$ cat src/rtl/adder_pkg.sv
// Shared types and constants for the ripple-carry and bit-serial adder family.
package adder_pkg;

    // Single-bit operand/result type used by ripple and serial adders.
    typedef logic bit_t;

    // Default carry value restored by reset in bit-serial adders.
    localparam bit_t CARRY_RESET = 1'b0;

endpackage : adder_pkg

$ cat src/rtl/fa_cell.sv
// Gate-level full-adder cell built only from XOR/AND/OR.
// Ports:
//   a_i, b_i   - addend bits
//   c_i        - carry-in bit
//   sum_c_o    - combinational sum
//   carry_c_o  - combinational carry-out
module fa_cell (
    input  logic a_i,
    input  logic b_i,
    input  logic c_i,
    output logic sum_c_o,
    output logic carry_c_o
);

    logic half_x;

    // The half-sum is shared by the sum and the propagate term of the carry.
    assign half_x    = a_i ^ b_i;
    assign sum_c_o   = half_x ^ c_i;
    assign carry_c_o = (a_i & b_i) | (c_i & half_x);

endmodule : fa_cell

$ cat src/rtl/full_adder_bitwise.sv
// Single-bit full adder with a combinational result and a clocked side path
// offering a registered result and bit-serial accumulation with stored carry.
// Ports:
//   a, b, cin  - operand bits and carry-in
//   sum, cout  - combinational result, independent of clk/rst/en/serial
//   clk, rst   - clock and asynchronous active-high reset
//   en         - register update enable
//   serial     - 1: carry source is carry_q, 0: carry source is cin
//   sum_q      - registered sum
//   cout_q     - registered carry-out
//   carry_q    - stored carry between serial bits
module full_adder_bitwise
    import adder_pkg::*;
#(
    parameter int unsigned SERIAL_EN_DEFAULT = 32'(CARRY_RESET)
) (
    input  logic a,
    input  logic b,
    input  logic cin,
    output logic sum,
    output logic cout,
    input  logic clk,
    input  logic rst,
    input  logic en,
    input  logic serial,
    output logic sum_q,
    output logic cout_q,
    output logic carry_q
);

    localparam bit_t CARRY_RST_VAL = SERIAL_EN_DEFAULT[0];

    logic csel;
    logic s_n;
    logic c_n;
    logic sum_d;
    logic cout_d;
    logic carry_d;

    // Combinational result path; touches none of the clocked controls.
    fa_cell u_fa_comb (
        .a_i       (a),
        .b_i       (b),
        .c_i       (cin),
        .sum_c_o   (sum),
        .carry_c_o (cout)
    );

    // Registered path adds against either cin or the stored serial carry.
    assign csel = serial ? carry_q : cin;

    fa_cell u_fa_reg (
        .a_i       (a),
        .b_i       (b),
        .c_i       (csel),
        .sum_c_o   (s_n),
        .carry_c_o (c_n)
    );

    // Next-state: hold unless enabled; a parallel-mode cycle clears the carry
    // so the following serial word starts fresh.
    always_comb begin
        sum_d   = sum_q;
        cout_d  = cout_q;
        carry_d = carry_q;
        if (en) begin
            sum_d   = s_n;
            cout_d  = c_n;
            carry_d = serial ? c_n : 1'b0;
        end
    end

    // State registers.
    always_ff @(posedge clk or posedge rst) begin
        if (rst) begin
            sum_q   <= 1'b0;
            cout_q  <= 1'b0;
            carry_q <= CARRY_RST_VAL;
        end else begin
            sum_q   <= sum_d;
            cout_q  <= cout_d;
            carry_q <= carry_d;
        end
    end

endmodule : full_adder_bitwise

$ cat config.mk
export PLATFORM = sky130hd
export DESIGN_NAME = full_adder_bitwise
export DESIGN_NICKNAME = d
export VERILOG_FILES = /design/src/rtl/adder_pkg.sv /design/src/rtl/fa_cell.sv /design/src/rtl/full_adder_bitwise.sv
export SDC_FILE = /design/constraint.sdc
export NUM_CORES = 1
export LEC_CHECK = 0
export CORE_AREA = 5 5 42 44
export DETAILED_ROUTE_END_ITERATION = 7
export DIE_AREA = 0 0 47 49
export DONT_BUFFER_PORTS = 1
export GPL_TIMING_DRIVEN = 0
export SYNTH_ARGS = -nofsm -noshare
export SYNTH_HDL_FRONTEND = slang
export SYNTH_SLANG_ARGS = --single-unit
$ cat constraint.sdc
create_clock -name clk -period 1.5 [get_ports clk]
set_input_delay 0.225 -clock clk [delete_from_list [all_inputs] [get_ports clk]]
set_output_delay 0.225 -clock clk [all_outputs]
set_load 0.05 [all_outputs]
==> flow_summary.json <==
{
  "power_mw": 0.368,
  "post_drt_wl_per_cell_um": 14.3,
  "status": "finished, violations left",
  "crit_top_cell": "mux2_4",
  "synth-seq-cells": 3,
  "crit_start": "carry_q",
  "fin_crit_sh_pct": 108,
  "firstDrtPassIters": 1,
  "synthesis.instances": 12,
  "end_kind": "flip-flop",
  "worstSkewPairLatency_ps": 230,
  "io_pins": 12,
  "antenna_left": 0,
  "crit_required_ps": 1610,
  "hold_path.class": "in2reg",
  "powerDensity_nw_per_um2": 1550,
  "fin_nets": 27,
  "rsz0062_at_grt": "true",
  "drt-initial-drc-count": 0,
  "clock_sinks": 3,
  "synth_warnings": 0,
  "cp-endpoint": "sum_q",
  "tightest_slew_ps": 544,
  "slowest_delay_ps": 510,
  "finalWorstSetupSlack_ps": -123,
  "grt.overflow.total": 0,
  "ys_seq_area_share_pct": 45.1,
  "ir_drop_mv": 0.254,
  "reg2regPathDepth": 3,
  "cts_root_buf": "clkbuf_4",
  "syn_area_per_cell_um2": 13.9,
  "vias": 116,
  "power_leakage_nw": 0.104,
  "final_hold_viol_count": 0,
  "critPathTopFamily": "multiplexers",
  "slew_viol_final": 0,
  "regArea_um2": 76.3,
  "max-clock-path-buffers": 2,
  "diodes": 0,
  "hold_ws_ps": 94.6,
  "rrSetupSlack_ps": -120,
  "post-route-util_pct": 17.0,
  "post_cts_buffers": 0,
  "grt_antenna_before_repair": 0,
  "htreeDepth": 1,
  "syn_area_um2": 166,
  "num_rows": 14,
  "startpoint_type": "flip-flop",
  "cap_violations": 0,
  "start_util_pct": 11.9,
  "arrival_ps": 1740,
  "setup_viol_count_final": 2,
  "dp_slack_ps": -103,
  "grt_max_degree": 5,
  "critPathMaxFanout": 3,
  "crit_buf_inv": 0,
  "dp_cells": 28,
  "ys_types": 6,
  "period_minus_slack_ps": 1620,
  "die-area_um2": 2300,
  "cts_tree": "done",
  "cp_num_cells": 3,
  "rr_startpoint": "carry_q",
  "die_x_um": 47,
  "cp_cell_sequence": "mux2_4, fa_2, mux2_4",
  "violations": "negative setup slack",
  "place.gp.congestion": 0.679,
  "grt_usage_pct": 4.81,
  "nFillCells": 159,
  "io_buffers": 0,
  "clock.fmax_mhz": 616,
  "drt_drc_violations_left": 0,
  "cts.reportedPaths.clkPinSlew_ps": 40,
  "synth_nets": 21,
  "slowest_stage": "dfrtp_2",
  "wl_um": 471,
  "crit_type": "reg2reg",
  "fp.dieH_um": 49,
  "syn_to_final_growth_pct": 42.9,
  "slew_headroom_pct": 63.7,
  "first_global_vias": 138,
  "multi_input_area_um2": 97.6,
  "cts_buffers": 3,
  "timing.rr.end": "sum_q",
  "grt_pass1_wl_um": 641,
  "drt-vias-per-instance": 3.52,
  "fin_skew_ps": 0.664,
  "final_cells": 33,
  "drive_above_1_share_pct": 47.1,
  "core_area_um2": 1400
}
## kinds of logic after synthesis
logic type | Yosys count | share of synthesized area, %
compound gates | 1 | 3.00
flops | 3 | 45.1
mux | 3 | 20.3
simple gates | 1 | 3.00
fa+ha+maj | 2 | 24.1
buf+inv | 2 | 4.51
## state kept, by name (all words and copies together), names as in the netlist
register	count
sum_q	1
carry_q	1
cout_q	1
## cell usage in the layout (no fill, tap or decap)
| master | count |
|---|---|
| dfrtp_2 | 1 |
| inv_1 | 2 |
| mux2_4 | 3 |
| nand3_1 | 1 |
| dlygate4sd3_1 | 1 |
| fa_2 | 1 |
| dfrtp_1 | 2 |
| o21ai_0 | 1 |
| clkbuf_4 | 3 |
| fa_1 | 1 |
| clkbuf_1 | 1 |
## layout make-up
type                            count  area share (%)
Tap cell                           16            8.42
Clock buffer                        4            11.1
Inverter                            2            3.16
Timing Repair Buffer                1            4.21
Sequential cell                     3            32.1
Multi-Input combinational cell      7            41.1
## metal layers
layer / vias to the layer above / routed length [um] / global-route usage (%)
met5: - / 0 / 0
met4: 0 / 17 / 5.53
met3: 2 / 143 / 7.38
met2: 15 / 140 / 2.94
met1: 50 / 171 / 5.13
li1: 49 / - / -
## per-stage QoR
step                      cell area, um2  setup TNS, ps
after global placement               198           -108
after global routing                 238           -228
after floorplan                      178          -67.1
final                                238           -164
after CTS                            234           -158
after detailed placement             198           -147
## synthesized netlist by cell type
cell type,n,area [um2]
dfrtp_1,3,75.1
mux2_2,3,33.8
fa_1,2,40.0
inv_1,2,7.51
nand3_1,1,5.00
o21ai_0,1,5.00
## worst min-delay path by stage
stage	cells after the start	endpoint	startpoint
floorplan	1	cout_q	rst
global route	1	carry_q	en
detailed placement	1	sum_q	rst
finish	1	carry_q	en
CTS	1	carry_q	en
global placement	1	cout_q	rst
## where the power goes
| group | internal (mW) | switching, mW | leakage [nW] |
|---|---|---|---|
| sequential | 0.0944 | 0.0602 | 0.0354 |
| combinational | 0.0331 | 0.0374 | 0.0532 |
| clock | 0.0998 | 0.0430 | 0.0150 |
## what timing repair did
item,4_1_cts,5_1_grt
endpoints found under the setup margin,2,2
gates resized for setup,0,1
endpoints found under the hold margin,3,0
hold buffers,1,0
No activity file was read; power rests on OpenSTA's default activity.
